$ cat config.mk
export PLATFORM = sky130hd
export DESIGN_NAME = sram_bank_arbiter_flat
export DESIGN_NICKNAME = d
export VERILOG_FILES = /design/src/rtl/sram_bank_arbiter_pkg.sv /design/src/rtl/sram_bank_arbiter_if.sv /design/src/rtl/sram_bank_arbiter_bank_port.sv /design/src/rtl/sram_bank_arbiter.sv /design/src/flat_wrapper.sv
export SDC_FILE = /design/constraint.sdc
export NUM_CORES = 1
export LEC_CHECK = 0
export BUFFER_PORTS_ARGS = -buffer_cell sky130_fd_sc_hd__buf_4
export CAP_MARGIN = 10
export CORE_ASPECT_RATIO = 1.5
export CORE_MARGIN = 8
export CORE_UTILIZATION = 35
export DETAILED_ROUTE_END_ITERATION = 10
export HOLD_SLACK_MARGIN = 0.03
export PLACE_DENSITY = 0.69
export SKIP_CTS_REPAIR_TIMING = 1
export SYNTH_ARGS = -nofsm -noshare
export SYNTH_HDL_FRONTEND = slang
export SYNTH_SLANG_ARGS = --single-unit
$ cat constraint.sdc
create_clock -name wb_clk_i -period 2 [get_ports wb_clk_i]
set_input_delay 0.1 -clock wb_clk_i [delete_from_list [all_inputs] [get_ports wb_clk_i]]
set_output_delay 0.1 -clock wb_clk_i [all_outputs]
set_load 0.01 [all_outputs]
$ cat src/rtl/sram_bank_arbiter_pkg.sv
// Shared types and constants for the two-requester SRAM bank arbiter.
package sram_arb_pkg;

    typedef enum logic {
        REQ_HOST = 1'b0,
        REQ_CORE = 1'b1
    } req_e;

    localparam int MODE_RR        = 0;
    localparam int MODE_CORE_PRIO = 1;

    localparam int CNT_W = 16;

    // A single bank still needs a one-bit index so the bank ports never collapse to zero width.
    function automatic int bank_idx_w(input int num_banks);
        return (num_banks > 1) ? $clog2(num_banks) : 1;
    endfunction

endpackage

$ cat src/rtl/sram_bank_arbiter_if.sv
// Request/return bus between host/core requesters and the arbiter, plus the SRAM macro side.
interface sram_bank_arbiter_if
    import sram_arb_pkg::*;
#(
    parameter int NUM_BANKS = 2,
    parameter int ADDR_W    = 10,
    parameter int DATA_W    = 8
);
    localparam int BW = bank_idx_w(NUM_BANKS);

    logic                          host_req;
    logic                          host_we;
    logic [BW-1:0]                 host_bank;
    logic [ADDR_W-1:0]             host_addr;
    logic [DATA_W-1:0]             host_wdata;
    logic                          host_gnt;
    logic                          host_rvalid;
    logic [DATA_W-1:0]             host_rdata;

    logic                          core_req;
    logic                          core_we;
    logic [BW-1:0]                 core_bank;
    logic [ADDR_W-1:0]             core_addr;
    logic [DATA_W-1:0]             core_wdata;
    logic                          core_gnt;
    logic                          core_rvalid;
    logic [DATA_W-1:0]             core_rdata;

    logic [NUM_BANKS-1:0]          sram_csb;
    logic [NUM_BANKS-1:0]          sram_web;
    logic [NUM_BANKS*ADDR_W-1:0]   sram_addr;
    logic [NUM_BANKS*DATA_W-1:0]   sram_din;
    logic [NUM_BANKS*DATA_W-1:0]   sram_dout;

    logic [CNT_W-1:0]              conflict_cnt;
    logic                          cnt_clr;

    modport master (
        output host_req, host_we, host_bank, host_addr, host_wdata,
        input  host_gnt, host_rvalid, host_rdata,
        output core_req, core_we, core_bank, core_addr, core_wdata,
        input  core_gnt, core_rvalid, core_rdata,
        input  sram_csb, sram_web, sram_addr, sram_din,
        output sram_dout,
        input  conflict_cnt,
        output cnt_clr
    );

    modport slave (
        input  host_req, host_we, host_bank, host_addr, host_wdata,
        output host_gnt, host_rvalid, host_rdata,
        input  core_req, core_we, core_bank, core_addr, core_wdata,
        output core_gnt, core_rvalid, core_rdata,
        output sram_csb, sram_web, sram_addr, sram_din,
        input  sram_dout,
        output conflict_cnt,
        input  cnt_clr
    );

endinterface

$ cat src/rtl/sram_bank_arbiter_bank_port.sv
// One SRAM bank: picks a winner between host and core and registers the macro controls.
module sram_bank_port
    import sram_arb_pkg::*;
#(
    parameter int ADDR_W = 10,
    parameter int DATA_W = 8,
    parameter int MODE   = MODE_RR
) (
    input  logic              clk,
    input  logic              rst,
    input  logic              host_sel,
    input  logic              host_we,
    input  logic [ADDR_W-1:0] host_addr,
    input  logic [DATA_W-1:0] host_wdata,
    input  logic              core_sel,
    input  logic              core_we,
    input  logic [ADDR_W-1:0] core_addr,
    input  logic [DATA_W-1:0] core_wdata,
    output logic              host_win,
    output logic              core_win,
    output logic              csb,
    output logic              web,
    output logic [ADDR_W-1:0] addr,
    output logic [DATA_W-1:0] din
);

    req_e ptr;
    logic contested;

    assign contested = host_sel && core_sel;

    // Uncontested requests win outright; on contention core wins in priority mode, otherwise the pointer decides.
    always_comb begin
        host_win = host_sel;
        core_win = core_sel;
        if (contested) begin
            if ((MODE == MODE_CORE_PRIO) || (ptr == REQ_CORE)) begin
                host_win = 1'b0;
                core_win = 1'b1;
            end else begin
                host_win = 1'b1;
                core_win = 1'b0;
            end
        end
    end

    // Load the macro controls for the winner and flip the round-robin pointer only after a contested grant.
    always_ff @(posedge clk or posedge rst) begin
        if (rst) begin
            ptr  <= REQ_HOST;
            csb  <= 1'b1;
            web  <= 1'b1;
            addr <= '0;
            din  <= '0;
        end else begin
            if (contested && (MODE == MODE_RR)) begin
                ptr <= (ptr == REQ_HOST) ? REQ_CORE : REQ_HOST;
            end
            if (host_win) begin
                csb  <= 1'b0;
                web  <= ~host_we;
                addr <= host_addr;
                if (host_we) begin
                    din <= host_wdata;
                end
            end else if (core_win) begin
                csb  <= 1'b0;
                web  <= ~core_we;
                addr <= core_addr;
                if (core_we) begin
                    din <= core_wdata;
                end
            end else begin
                csb <= 1'b1;
                web <= 1'b1;
            end
        end
    end

endmodule

$ cat src/rtl/sram_bank_arbiter.sv
// Shares NUM_BANKS sky130 SRAM macros between host and core with fixed two-cycle read return.
module sram_bank_arbiter
    import sram_arb_pkg::*;
#(
    parameter int NUM_BANKS = 2,
    parameter int ADDR_W    = 10,
    parameter int DATA_W    = 8,
    parameter int MODE      = MODE_RR
) (
    input  logic                wb_clk_i,
    input  logic                wb_rst_i,
    sram_bank_arbiter_if.slave  bus
);

    localparam int BW = bank_idx_w(NUM_BANKS);

    logic [NUM_BANKS-1:0] host_sel;
    logic [NUM_BANKS-1:0] core_sel;
    logic [NUM_BANKS-1:0] host_win;
    logic [NUM_BANKS-1:0] core_win;
    logic [DATA_W-1:0]    dout_arr [NUM_BANKS];

    logic                 host_gnt;
    logic                 core_gnt;
    logic                 conflict;

    logic                 host_v1;
    logic                 host_v2;
    logic [BW-1:0]        host_b1;
    logic [BW-1:0]        host_b2;
    logic                 core_v1;
    logic                 core_v2;
    logic [BW-1:0]        core_b1;
    logic [BW-1:0]        core_b2;

    logic [CNT_W-1:0]     conflict_cnt;

    genvar b;
    generate
        for (b = 0; b < NUM_BANKS; b++) begin : g_bank
            assign host_sel[b] = bus.host_req && (bus.host_bank == BW'(b));
            assign core_sel[b] = bus.core_req && (bus.core_bank == BW'(b));
            assign dout_arr[b] = bus.sram_dout[b*DATA_W +: DATA_W];

            sram_bank_port #(
                .ADDR_W (ADDR_W),
                .DATA_W (DATA_W),
                .MODE   (MODE)
            ) u_port (
                .clk        (wb_clk_i),
                .rst        (wb_rst_i),
                .host_sel   (host_sel[b]),
                .host_we    (bus.host_we),
                .host_addr  (bus.host_addr),
                .host_wdata (bus.host_wdata),
                .core_sel   (core_sel[b]),
                .core_we    (bus.core_we),
                .core_addr  (bus.core_addr),
                .core_wdata (bus.core_wdata),
                .host_win   (host_win[b]),
                .core_win   (core_win[b]),
                .csb        (bus.sram_csb[b]),
                .web        (bus.sram_web[b]),
                .addr       (bus.sram_addr[b*ADDR_W +: ADDR_W]),
                .din        (bus.sram_din[b*DATA_W +: DATA_W])
            );
        end
    endgenerate

    // A bank index outside the populated range matches no bank port, so it is never granted.
    assign host_gnt = (|host_win) && !wb_rst_i;
    assign core_gnt = (|core_win) && !wb_rst_i;
    assign conflict = (bus.host_req && !host_gnt) || (bus.core_req && !core_gnt);

    assign bus.host_gnt = host_gnt;
    assign bus.core_gnt = core_gnt;

    // Track each outstanding read for two cycles so its bank's macro output can be steered back.
    always_ff @(posedge wb_clk_i or posedge wb_rst_i) begin
        if (wb_rst_i) begin
            host_v1 <= 1'b0;
            host_v2 <= 1'b0;
            host_b1 <= '0;
            host_b2 <= '0;
            core_v1 <= 1'b0;
            core_v2 <= 1'b0;
            core_b1 <= '0;
            core_b2 <= '0;
        end else begin
            host_v1 <= host_gnt && !bus.host_we;
            host_b1 <= bus.host_bank;
            host_v2 <= host_v1;
            host_b2 <= host_b1;
            core_v1 <= core_gnt && !bus.core_we;
            core_b1 <= bus.core_bank;
            core_v2 <= core_v1;
            core_b2 <= core_b1;
        end
    end

    assign bus.host_rvalid = host_v2;
    assign bus.core_rvalid = core_v2;
    assign bus.host_rdata  = host_v2 ? dout_arr[host_b2] : '0;
    assign bus.core_rdata  = core_v2 ? dout_arr[core_b2] : '0;

    // Count refused-request cycles, saturating at all ones; a clear takes precedence over counting.
    always_ff @(posedge wb_clk_i or posedge wb_rst_i) begin
        if (wb_rst_i) begin
            conflict_cnt <= '0;
        end else if (bus.cnt_clr) begin
            conflict_cnt <= '0;
        end else if (conflict && (conflict_cnt != {CNT_W{1'b1}})) begin
            conflict_cnt <= conflict_cnt + CNT_W'(1);
        end
    end

    assign bus.conflict_cnt = conflict_cnt;

endmodule

$ cat src/flat_wrapper.sv
// flat-port wrapper written by rule: the top's interface ports become plain ports
module sram_bank_arbiter_flat import sram_arb_pkg::*;
#(
    parameter int NUM_BANKS = 2,
    parameter int ADDR_W    = 10,
    parameter int DATA_W    = 8,
    parameter int MODE      = MODE_RR
)
  (wb_clk_i, wb_rst_i, bus_host_req, bus_host_we, bus_host_bank, bus_host_addr, bus_host_wdata, bus_host_gnt, bus_host_rvalid, bus_host_rdata, bus_core_req, bus_core_we, bus_core_bank, bus_core_addr, bus_core_wdata, bus_core_gnt, bus_core_rvalid, bus_core_rdata, bus_sram_csb, bus_sram_web, bus_sram_addr, bus_sram_din, bus_sram_dout, bus_conflict_cnt, bus_cnt_clr);
  sram_bank_arbiter_if #(.NUM_BANKS(NUM_BANKS), .ADDR_W(ADDR_W), .DATA_W(DATA_W)) bus_i ();
  input  logic wb_clk_i;
  input  logic wb_rst_i;
  input wire logic [$bits(bus_i.host_req)-1:0] bus_host_req;
  input wire logic [$bits(bus_i.host_we)-1:0] bus_host_we;
  input wire logic [$bits(bus_i.host_bank)-1:0] bus_host_bank;
  input wire logic [$bits(bus_i.host_addr)-1:0] bus_host_addr;
  input wire logic [$bits(bus_i.host_wdata)-1:0] bus_host_wdata;
  output wire logic [$bits(bus_i.host_gnt)-1:0] bus_host_gnt;
  output wire logic [$bits(bus_i.host_rvalid)-1:0] bus_host_rvalid;
  output wire logic [$bits(bus_i.host_rdata)-1:0] bus_host_rdata;
  input wire logic [$bits(bus_i.core_req)-1:0] bus_core_req;
  input wire logic [$bits(bus_i.core_we)-1:0] bus_core_we;
  input wire logic [$bits(bus_i.core_bank)-1:0] bus_core_bank;
  input wire logic [$bits(bus_i.core_addr)-1:0] bus_core_addr;
  input wire logic [$bits(bus_i.core_wdata)-1:0] bus_core_wdata;
  output wire logic [$bits(bus_i.core_gnt)-1:0] bus_core_gnt;
  output wire logic [$bits(bus_i.core_rvalid)-1:0] bus_core_rvalid;
  output wire logic [$bits(bus_i.core_rdata)-1:0] bus_core_rdata;
  output wire logic [$bits(bus_i.sram_csb)-1:0] bus_sram_csb;
  output wire logic [$bits(bus_i.sram_web)-1:0] bus_sram_web;
  output wire logic [$bits(bus_i.sram_addr)-1:0] bus_sram_addr;
  output wire logic [$bits(bus_i.sram_din)-1:0] bus_sram_din;
  input wire logic [$bits(bus_i.sram_dout)-1:0] bus_sram_dout;
  output wire logic [$bits(bus_i.conflict_cnt)-1:0] bus_conflict_cnt;
  input wire logic [$bits(bus_i.cnt_clr)-1:0] bus_cnt_clr;
  assign bus_i.host_req = bus_host_req;
  assign bus_i.host_we = bus_host_we;
  assign bus_i.host_bank = bus_host_bank;
  assign bus_i.host_addr = bus_host_addr;
  assign bus_i.host_wdata = bus_host_wdata;
  assign bus_host_gnt = bus_i.host_gnt;
  assign bus_host_rvalid = bus_i.host_rvalid;
  assign bus_host_rdata = bus_i.host_rdata;
  assign bus_i.core_req = bus_core_req;
  assign bus_i.core_we = bus_core_we;
  assign bus_i.core_bank = bus_core_bank;
  assign bus_i.core_addr = bus_core_addr;
  assign bus_i.core_wdata = bus_core_wdata;
  assign bus_core_gnt = bus_i.core_gnt;
  assign bus_core_rvalid = bus_i.core_rvalid;
  assign bus_core_rdata = bus_i.core_rdata;
  assign bus_sram_csb = bus_i.sram_csb;
  assign bus_sram_web = bus_i.sram_web;
  assign bus_sram_addr = bus_i.sram_addr;
  assign bus_sram_din = bus_i.sram_din;
  assign bus_i.sram_dout = bus_sram_dout;
  assign bus_conflict_cnt = bus_i.conflict_cnt;
  assign bus_i.cnt_clr = bus_cnt_clr;
  sram_bank_arbiter #(.NUM_BANKS(NUM_BANKS), .ADDR_W(ADDR_W), .DATA_W(DATA_W), .MODE(MODE)) u_core (.wb_clk_i(wb_clk_i), .wb_rst_i(wb_rst_i), .bus(bus_i));
endmodule
==> results.sh, run 1 <==
export IMPL_status="completed"
export IMPL_worst_r2r_endpoint="u_core.g_bank[0].u_port.addr[7]$_DFFE_PP0P_"
export IMPL_antenna_violating_nets_post_route=0
export IMPL_slew_violations=0
export IMPL_port_buffer_count=136
export IMPL_arrival_ns=2.14
export IMPL_first_iter_violations=95
export IMPL_diode_count=0
export IMPL_worst_path_largest_cell_delay_ns=0.58
export IMPL_seqPwrFrac_pct=38.5
export IMPL_drt_pass1_iter_count=4
export IMPL_gp_congestion=0.8230
export IMPL_intPower_uw=3183
export IMPL_post_synth_inst_count=348
export IMPL_die_height_microns=135.6
export IMPL_finalClockSkew_ns=0.003291
export IMPL_ctsRootBufferMaster="clkbuf_16"
export IMPL_crit_path_end="u_core.g_bank[0].u_port.addr[7]$_DFFE_PP0P_"
export IMPL_die_width_microns=95.74
export IMPL_tightest_slew_ns=0.8361
export IMPL_synth_cell_types=48
export IMPL_layout_cells_most_common="buf_4"
export IMPL_synth_seq_cells=66
export IMPL_ys_warnings_count=0
export IMPL_crit_type="register to register"
export IMPL_drc=0
export IMPL_fin_tns_setup_ns=0
export IMPL_period_needed_ns=1.921
export IMPL_grt_start_max_net_pins=67
export IMPL_max_freq_mhz=520.5
export IMPL_initial_core_util_pct=36.07
export IMPL_hold_violations=0
export IMPL_final_critical_path_setup_slack_ns=0.07894
export IMPL_power_density_cell_area_nw_per_um2=863.6
export IMPL_timing_max_slew_rel_slack_pct=44.26
export IMPL_num_io_pins=137
export IMPL_mostFrequentLayoutCells="154 x buf_4, 62 x nand2_1, 62 x dfrtp_1, 26 x nor2_1, 25 x mux2i_1"
export IMPL_detail_route_wl_per_cell_microns=16.94
export IMPL_cts_num_sinks=66
export IMPL_grtUsageTotal_pct=15.96
export IMPL_design_final_nets=576
export IMPL_grt_overflow_total=0
export IMPL_largest_vdd_supply_drop_mv=0.5578
export IMPL_place_worst_setup_slack_ns=0.1243
export IMPL_worstPathCellList="nand3b_1 > and2b_1 > buf_4 > a22oi_1 > dlygate4sd3_1 > nand2_1"
export IMPL_die_area_sq_um=12980
export IMPL_r2r_worst_path_cells=6
export IMPL_yosys_most_used_dff="dfrtp_1"
export IMPL_placementRows=43
export IMPL_clk_pin_slew_worst_paths_ns=0.05
export IMPL_share_clk_of_total_power_pct=38.5
export IMPL_post_synth_instance_area_sq_um=3338
export IMPL_drv_cap=0
export IMPL_route_detailed_vias_per_inst=5.170
export IMPL_p_sw_uw=1217
export IMPL_synth_edf_count=0
export IMPL_hold_class="primary input to register"
export IMPL_wl_mm=10.69
export IMPL_async_reset_ff_share_pct=100.0
export IMPL_core_region_area_sq_um=9254
export IMPL_cts_htree_levels=3
export IMPL_max_clock_path_buffers=2
export IMPL_route_vias_total=3262
export IMPL_post_dp_hpwl_mm=7.767
export IMPL_critical_path_slowest_cell="dlygate4sd3_1"
export IMPL_synth_seq_area_share_pct=49.63
export IMPL_net_count_after_synthesis=410
export IMPL_fillerInstances=858
export IMPL_worstPathRequired_ns=2.22
export IMPL_finalCritPeriodShare_pct=96.05
export IMPL_rrSetupSlack_ns=0.08
export IMPL_swShare_pct=27.65
export IMPL_layout_area_overhead_vs_synth_pct=52.62
export IMPL_crit_reg2reg_launch="u_core.g_bank[0].u_port.ptr$_DFFE_PP0P_"
export IMPL_worst_path_max_fanout=10
export IMPL_cts_made_buffers=9
export IMPL_global_route_wire_length_before_repair_mm=16.29
export IMPL_clock_insertion_delay_worst_skew_ns=0.33
export IMPL_critPathLaunchType="register"
export IMPL_drive_gt1_share_pct=35.45
export IMPL_leakagePower_uw=0.002425
export IMPL_power_share_combinational_pct=23.1
export IMPL_grt_antenna_before_repair=0
export IMPL_tritoncts_clock_tree="built"
export IMPL_grt_pass1_vias=3262
export IMPL_end_kind="register"
export IMPL_setup_viol=0
export IMPL_worst_setup_path_startpoint="u_core.g_bank[0].u_port.ptr$_DFFE_PP0P_"
export IMPL_syn_avg_cell_area_sq_um=9.593
export IMPL_rsz0062_at_grt="yes"
## worst min path at each step
stage | endpoint | slack (ns) | start | cells past startpoint
after floorplan | u_core.core_b1$_DFF_PP0_ | 0.13 | bus_core_bank | 0
after global placement | u_core.host_b1$_DFF_PP0_ | 0.24 | bus_host_bank | 1
after detailed placement | u_core.host_b1$_DFF_PP0_ | 0.25 | bus_host_bank | 1
after CTS | u_core.host_b1$_DFF_PP0_ | -0.1 | bus_host_bank | 1
after global routing | u_core.g_bank[1].u_port.din[4]$_DFFE_PP0P_ | 0.04 | bus_host_wdata[4] | 3
final | u_core.g_bank[1].u_port.addr[7]$_DFFE_PP0P_ | 0.03 | bus_host_addr[7] | 3
## metrics by stage
stage | instances | cell area, sq um | hold slack [ns] | power, uW | utilization [%]
finish | 631 | 5095 | 0.02940 | 4400 | 55.06
global route | 631 | 5095 | 0.03502 | 4634 | 55.06
global placement | 590 | 4514 | 0.2428 | 2665 | 48.78
detailed placement | 590 | 4514 | 0.2477 | 2700 | 48.78
CTS | 606 | 4835 | -0.09624 | 4417 | 52.24
floorplan | 348 | 3342 | 0.1314 | 2146 | -
## registers in the layout, summed over array words and instances, names as in the netlist
register,cells
u_core.host_v1,1
u_core.g_bank.u_port.din,16
u_core.core_v1,1
u_core.bus.host_rvalid,1
u_core.core_b1,1
u_core.g_bank.u_port.addr,20
u_core.core_b2,1
u_core.g_bank.u_port.ptr,2
u_core.bus.conflict_cnt,16
u_core.bus.core_rvalid,1
u_core.g_bank.u_port.csb,2
u_core.host_b2,1
u_core.g_bank.u_port.web,2
u_core.host_b1,1
## critical path: cells and delay by family (launching register included)
kind                   cells  cell delay [ns]
buffers and inverters      2             0.77
and+or+nand+nor            3             0.42
DFF                        1             0.42
AOI/OAI and AO/OA          1             0.20
## final cells by class
class                           count  area, sq um  area share, %
Clock buffer                       11        242.7          4.764
Tap cell                          112        140.1          2.750
Sequential cell                    66         1657          32.51
Multi-Input combinational cell    249         1533          30.08
Clock inverter                      5        77.57          1.523
Inverter                            9        37.54         0.7367
Timing Repair Buffer              179         1408          27.63
## cells by family (layout without fill, tap and decap cells)
kind of cell,count (synthesis),count (layout),share of synthesized area (%)
simple gates,147,147,21.93
mux,25,25,7.496
fa+ha+maj,1,1,0.3748
flops,66,66,49.63
xor+xnor,2,2,0.5248
compound gates,74,74,15.33
buf+inv,33,204,4.722
## cell usage after synthesis, drive strengths merged, types with 4 or more instances
cell	number	share of area, %
dfstp	4	3.1
nand3	10	1.6
nor2	26	2.9
buf	13	2.5
o31ai	9	2.0
nand2b	4	0.82
clkbuf	11	1.2
nand2	62	7.0
a21oi	24	3.6
or4	8	1.8
a31oi	9	1.7
inv	9	1.0
nand4	4	0.75
mux2i	25	7.5
dfrtp	62	46
a22oi	21	4.9
nor2b	17	3.2
## metal layers
metal / part of all wire (%) / GRT usage, %
met1: 38 / 18.12
met2: 51 / 26.17
met3: 8.9 / 5.216
met4: 2.7 / 7.468
met5: 0 / 0
## power by group through the flow
| stage | Combinational, uW | Clock (uW) | Sequential [uW] |
|---|---|---|---|
| 6_report | 1020 | 1690 | 1690 |
| 2_1_floorplan | 393 | 0 | 1750 |
| 3_3_place_gp | 966 | 0 | 1700 |
| 5_1_grt | 1120 | 1800 | 1720 |
| 3_5_place_dp | 993 | 0 | 1710 |
| 4_1_cts | 994 | 1730 | 1690 |
No activity file was read; power rests on OpenSTA's default activity.
==> run 2: changes to the inputs <==
Settings changed: CTS_CLUSTER_SIZE set to 24, PLACE_DENSITY 0.69 to 0.67.
==> run 2 against run 1 <==
Against the previous run: combinational power barely moved; flip-flop and latch count did not move; sequential power barely moved; global-route usage fell by 0.36 points; register-to-register slack improved by 0.03 ns; critical endpoint is now u_core.g_bank[0].u_port.addr[4]$_DFFE_PP0P_.
==> results.sh, run 2 (synthesis gave the netlist of run 1 again) <==
export IMPL_grt_pass1_vias=3183
export IMPL_layout_area_overhead_vs_synth_pct=49.74
export IMPL_max_clock_path_buffers=2
export IMPL_initial_core_util_pct=36.07
export IMPL_ctsRootBufferMaster="clkbuf_16"
export IMPL_status="completed"
export IMPL_leakagePower_uw=0.002378
export IMPL_hold_ws_ns=0.03225
export IMPL_worst_path_max_fanout=18
export IMPL_die_width_microns=95.74
export IMPL_fillerInstances=859
export IMPL_placementRows=43
export IMPL_rsz0062_at_grt="yes"
export IMPL_biggestRegsByFlops="u_core.g_bank.u_port.addr x20, u_core.bus.conflict_cnt x16, u_core.g_bank.u_port.din x16"
export IMPL_period_needed_ns=1.894
export IMPL_die_height_microns=135.6
export IMPL_layout_cells_most_common="buf_4"
export IMPL_setup_viol=0
export IMPL_crit_type="register to register"
export IMPL_antenna_violating_nets_post_route=0
export IMPL_timing_max_slew_rel_slack_pct=39.41
export IMPL_power_density_cell_area_nw_per_um2=804.7
export IMPL_detail_route_wl_per_cell_microns=16.66
export IMPL_wl_mm=10.43
export IMPL_post_layout_total_power_uw=4022
export IMPL_cts_num_sinks=66
export IMPL_core_region_area_sq_um=9254
export IMPL_regMostFlops="u_core.g_bank.u_port.addr"
export IMPL_drc=0
export IMPL_post_dp_hpwl_mm=7.627
export IMPL_slew_violations=0
export IMPL_grt_start_max_net_pins=67
export IMPL_largest_vdd_supply_drop_mv=0.5417
export IMPL_grt_antenna_before_repair=0
export IMPL_worstPathRequired_ns=2.21
export IMPL_diode_count=0
export IMPL_finalCoreUtilization_pct=54.02
export IMPL_design_final_nets=574
export IMPL_mostFrequentLayoutCells="154 x buf_4, 62 x nand2_1, 62 x dfrtp_1, 26 x nor2_1, 25 x mux2i_1"
export IMPL_first_iter_violations=181
export IMPL_finalCritPeriodShare_pct=94.71
export IMPL_largest_register_ffs=20
export IMPL_end_kind="register"
export IMPL_cts_made_buffers=9
export IMPL_place_worst_setup_slack_ns=0.1102
export IMPL_hold_violations=0
export IMPL_cts_htree_levels=3
export IMPL_port_buffer_count=136
export IMPL_gp_congestion=0.8625
export IMPL_grt_overflow_total=0
export IMPL_route_detailed_vias_per_inst=5.139
export IMPL_place_area_sq_um=4507
export IMPL_max_freq_mhz=528.0
export IMPL_global_route_wire_length_before_repair_mm=15.95
export IMPL_stdcell_area_sq_um=4999
export IMPL_arrival_ns=2.11
export IMPL_drt_pass1_iter_count=4
export IMPL_tightest_slew_ns=0.9089
export IMPL_rrSetupSlack_ns=0.11
export IMPL_drive_gt1_share_pct=34.82
export IMPL_die_area_sq_um=12980
export IMPL_critPathLaunchType="register"
export IMPL_clk_pin_slew_worst_paths_ns=0.05
export IMPL_finalClockSkew_ns=0.006403
export IMPL_grtUsageTotal_pct=15.59
export IMPL_drv_cap=0
export IMPL_tritoncts_clock_tree="built"
export IMPL_num_io_pins=137
export IMPL_clock_insertion_delay_worst_skew_ns=0.32
export IMPL_route_vias_total=3217
export IMPL_final_critical_path_setup_slack_ns=0.1059
export IMPL_hold_class="primary input to register"
[run 2: cell count changes in the layout (fill, tap and decap cells not counted), sizes merged]
cell         delta
buf             -1
bufinv          -2
clkbuf          +1
clkinv          -1
clkinvlp        -1
dlygate4sd3     -1
[run 2: critical path, cell delays in order, from the launching register on]
cell           delay, ns
dfrtp_1             0.41
nand3b_1            0.13
and2b_1             0.21
buf_4               0.23
a22oi_1             0.20
dlygate4sd3_1       0.56
nand2_1             0.05
[run 2: path summary, 6_finish.rpt]
path	from	endpoint	cells after the start
setup / recovery	u_core.g_bank[0].u_port.ptr$_DFFE_PP0P_	u_core.g_bank[0].u_port.addr[4]$_DFFE_PP0P_	6
hold / removal	bus_host_addr[2]	u_core.g_bank[0].u_port.addr[2]$_DFFE_PP0P_	3
setup reg to reg	u_core.g_bank[0].u_port.ptr$_DFFE_PP0P_	u_core.g_bank[0].u_port.addr[4]$_DFFE_PP0P_	6
hold reg to reg	u_core.host_b1$_DFF_PP0_	u_core.host_b2$_DFF_PP0_	0
max in group asynchronous	wb_rst_i	u_core.g_bank[1].u_port.din[5]$_DFFE_PP0P_	3
min in group asynchronous	wb_rst_i	u_core.g_bank[0].u_port.addr[2]$_DFFE_PP0P_	3
[run 2: stage by stage]
stage               instances  setup TNS, ns
floorplan                 348         -5.714
CTS                       602              0
detailed placement        589              0
global placement          589              0
global route              626       -0.04252
finish                    626              0
[run 2: cell type report]
type,instances,area [sq um],share of cell area [%]
sequential,66,1657,33.14
clock buffer,12,236.5,4.731
timing repair buffer,177,1386,27.73
inverter,9,37.54,0.7509
multi-input combinational,249,1536,30.74
clock inverter,1,5.005,0.1001
tap,112,140.1,2.803
[run 2: power breakdown]
group / internal [uW] / switching, uW / total (uW)
Clock: 815 / 513 / 1330
Sequential: 1540 / 141 / 1680
Combinational: 518 / 493 / 1010
Total: 2870 / 1150 / 4020
[run 2: per-layer routing]
metal  up-vias  GRT usage, %  routed length [microns]
li1       1558             -                        -
met1      1524         16.40                     3927
met2       122         27.93                     5493
met3        13         4.661                      839
met4         0         6.009                      166
met5         -             0                        0
==> run 3: changes to the inputs <==
Settings changed: MAX_ROUTING_LAYER set to met4.
==> run 3 against run 2 <==
Against the previous run: clock skew barely moved; non-clock buffer count stayed put; first-iteration DRC count down 5.5%; critical path depth shrank 1; worst setup slack better by 0.013 ns; wire length up 2.4%; total power rose by 0.59%; maximum frequency up 0.70%; worst hold slack got worse by 0.013 ns; critical endpoint is now u_core.bus.conflict_cnt[8]$_DFFE_PP0P_; largest cell class unchanged; highest routed layer unchanged.
==> results.sh, run 3 (synthesis gave the netlist of run 1 again) <==
export IMPL_hold_class="primary input to register"
export IMPL_wl_mm=10.67
export IMPL_worst_path_max_fanout=7
export IMPL_first_iter_violations=171
export IMPL_antenna_violating_nets_post_route=0
export IMPL_die_area_sq_um=12980
export IMPL_hold_violations=0
export IMPL_tritoncts_clock_tree="built"
export IMPL_port_buffer_count=136
export IMPL_grt_start_max_net_pins=67
export IMPL_cts_num_sinks=66
export IMPL_final_critical_path_setup_slack_ns=0.1190
export IMPL_setup_viol=0
export IMPL_initial_core_util_pct=36.07
export IMPL_core_region_area_sq_um=9254
export IMPL_rsz0062_at_grt="yes"
export IMPL_ctsRootBufferMaster="clkbuf_16"
export IMPL_grtUsageTotal_pct=16.02
export IMPL_gp_congestion=0.8764
export IMPL_cts_htree_levels=3
export IMPL_die_height_microns=135.6
export IMPL_worstPathRequired_ns=2.25
export IMPL_post_dp_hpwl_mm=7.627
export IMPL_design_final_nets=575
export IMPL_cts_made_buffers=9
export IMPL_max_clock_path_buffers=2
export IMPL_largest_register_ffs=20
export IMPL_post_layout_total_power_uw=4046
export IMPL_finalClockSkew_ns=0.006516
export IMPL_end_kind="register"
export IMPL_grt_antenna_before_repair=0
export IMPL_period_needed_ns=1.881
export IMPL_route_vias_total=3251
export IMPL_max_freq_mhz=531.6
export IMPL_global_route_wire_length_before_repair_mm=15.97
export IMPL_placementRows=43
export IMPL_crit_type="register to register"
export IMPL_largest_vdd_supply_drop_mv=0.5424
export IMPL_route_detailed_vias_per_inst=5.185
export IMPL_critPathLaunchType="register"
export IMPL_drive_gt1_share_pct=35.34
export IMPL_rrSetupSlack_ns=0.12
export IMPL_finalCritPeriodShare_pct=94.05
export IMPL_detail_route_wl_per_cell_microns=17.02
export IMPL_mostFrequentLayoutCells="156 x buf_4, 62 x nand2_1, 61 x dfrtp_1, 26 x nor2_1, 25 x mux2i_1"
export IMPL_power_density_cell_area_nw_per_um2=806.9
export IMPL_drv_cap=0
export IMPL_drc=0
export IMPL_grt_pass1_vias=3180
export IMPL_clock_insertion_delay_worst_skew_ns=0.32
export IMPL_layout_cells_most_common="buf_4"
export IMPL_tightest_slew_ns=0.8496
export IMPL_status="completed"
export IMPL_slew_violations=0
export IMPL_grt_overflow_total=0
export IMPL_clk_pin_slew_worst_paths_ns=0.05
export IMPL_num_io_pins=137
export IMPL_die_width_microns=95.74
export IMPL_diode_count=0
export IMPL_regMostFlops="u_core.g_bank.u_port.addr"
export IMPL_timing_max_slew_rel_slack_pct=43.36
export IMPL_leakagePower_uw=0.002385
export IMPL_place_worst_setup_slack_ns=0.1102
export IMPL_biggestRegsByFlops="u_core.g_bank.u_port.addr x20, u_core.bus.conflict_cnt x16, u_core.g_bank.u_port.din x16"
export IMPL_arrival_ns=2.13
export IMPL_drt_pass1_iter_count=4
export IMPL_layout_area_overhead_vs_synth_pct=50.19
run 3: cell types whose count changed in the layout (fill, tap and decap cells not counted):
cell | before | now
a21oi_2 | 1 | 0
dfrtp_1 | 62 | 61
a22oi_2 | 1 | 2
o311ai_4 | 0 | 1
a21oi_1 | 23 | 24
dfrtp_2 | 0 | 1
o311ai_2 | 1 | 0
dlygate4sd3_1 | 23 | 21
buf_4 | 154 | 156
run 3: worst max-delay path: stages, from the launching register on:
cell and delay, ns:
dfrtp_1 0.43, ha_1 0.23, nand3_1 0.19, a21oi_1 0.35, or4b_1 0.47, a21oi_1 0.13
run 3: per-stage QoR:
stage	cells	util [%]	instance area (sq um)	setup TNS [ns]	hold slack (ns)
after floorplan	348	-	3342	-5.714	0.1314
after global placement	589	48.70	4507	0	0.2434
after detailed placement	589	48.70	4507	0	0.2421
after CTS	602	51.31	4748	0	-0.09502
after global routing	627	54.18	5014	-0.05011	0.03204
final	627	54.18	5014	0	0.01912
run 3: worst paths after layout:
kind | from | endpoint | cells past startpoint
setup reg to reg | u_core.bus.conflict_cnt[0]$_DFFE_PP0P_ | u_core.bus.conflict_cnt[8]$_DFFE_PP0P_ | 5
setup / recovery | u_core.bus.conflict_cnt[0]$_DFFE_PP0P_ | u_core.bus.conflict_cnt[8]$_DFFE_PP0P_ | 5
hold reg to reg | u_core.host_b1$_DFF_PP0_ | u_core.host_b2$_DFF_PP0_ | 0
max in group asynchronous | wb_rst_i | u_core.g_bank[0].u_port.ptr$_DFFE_PP0P_ | 3
hold / removal | bus_host_addr[3] | u_core.g_bank[1].u_port.addr[3]$_DFFE_PP0P_ | 3
min in group asynchronous | wb_rst_i | u_core.bus.host_rvalid$_DFF_PP0_ | 3
run 3: layout make-up:
class / count / area (sq um)
clock buffer: 12 / 236.5
multi-input combinational: 250 / 1555
fill: 858 / 4240
inverter: 9 / 37.54
sequential: 66 / 1658
clock inverter: 1 / 5.005
tap: 112 / 140.1
timing repair buffer: 177 / 1381
run 3: power breakdown:
group          switching (uW)  total (uW)  internal [uW]
Sequential                144        1690           1540
Clock                     517        1330            815
Combinational             502        1020            522
Total                    1160        4050           2880
run 3: routing by layer:
| metal | wire length [microns] | track usage (%) |
|---|---|---|
| met4 | 246 | 6.009 |
| met1 | 4076 | 16.84 |
| met3 | 721 | 3.774 |
| met2 | 5629 | 28.00 |
| met5 | 0 | - |
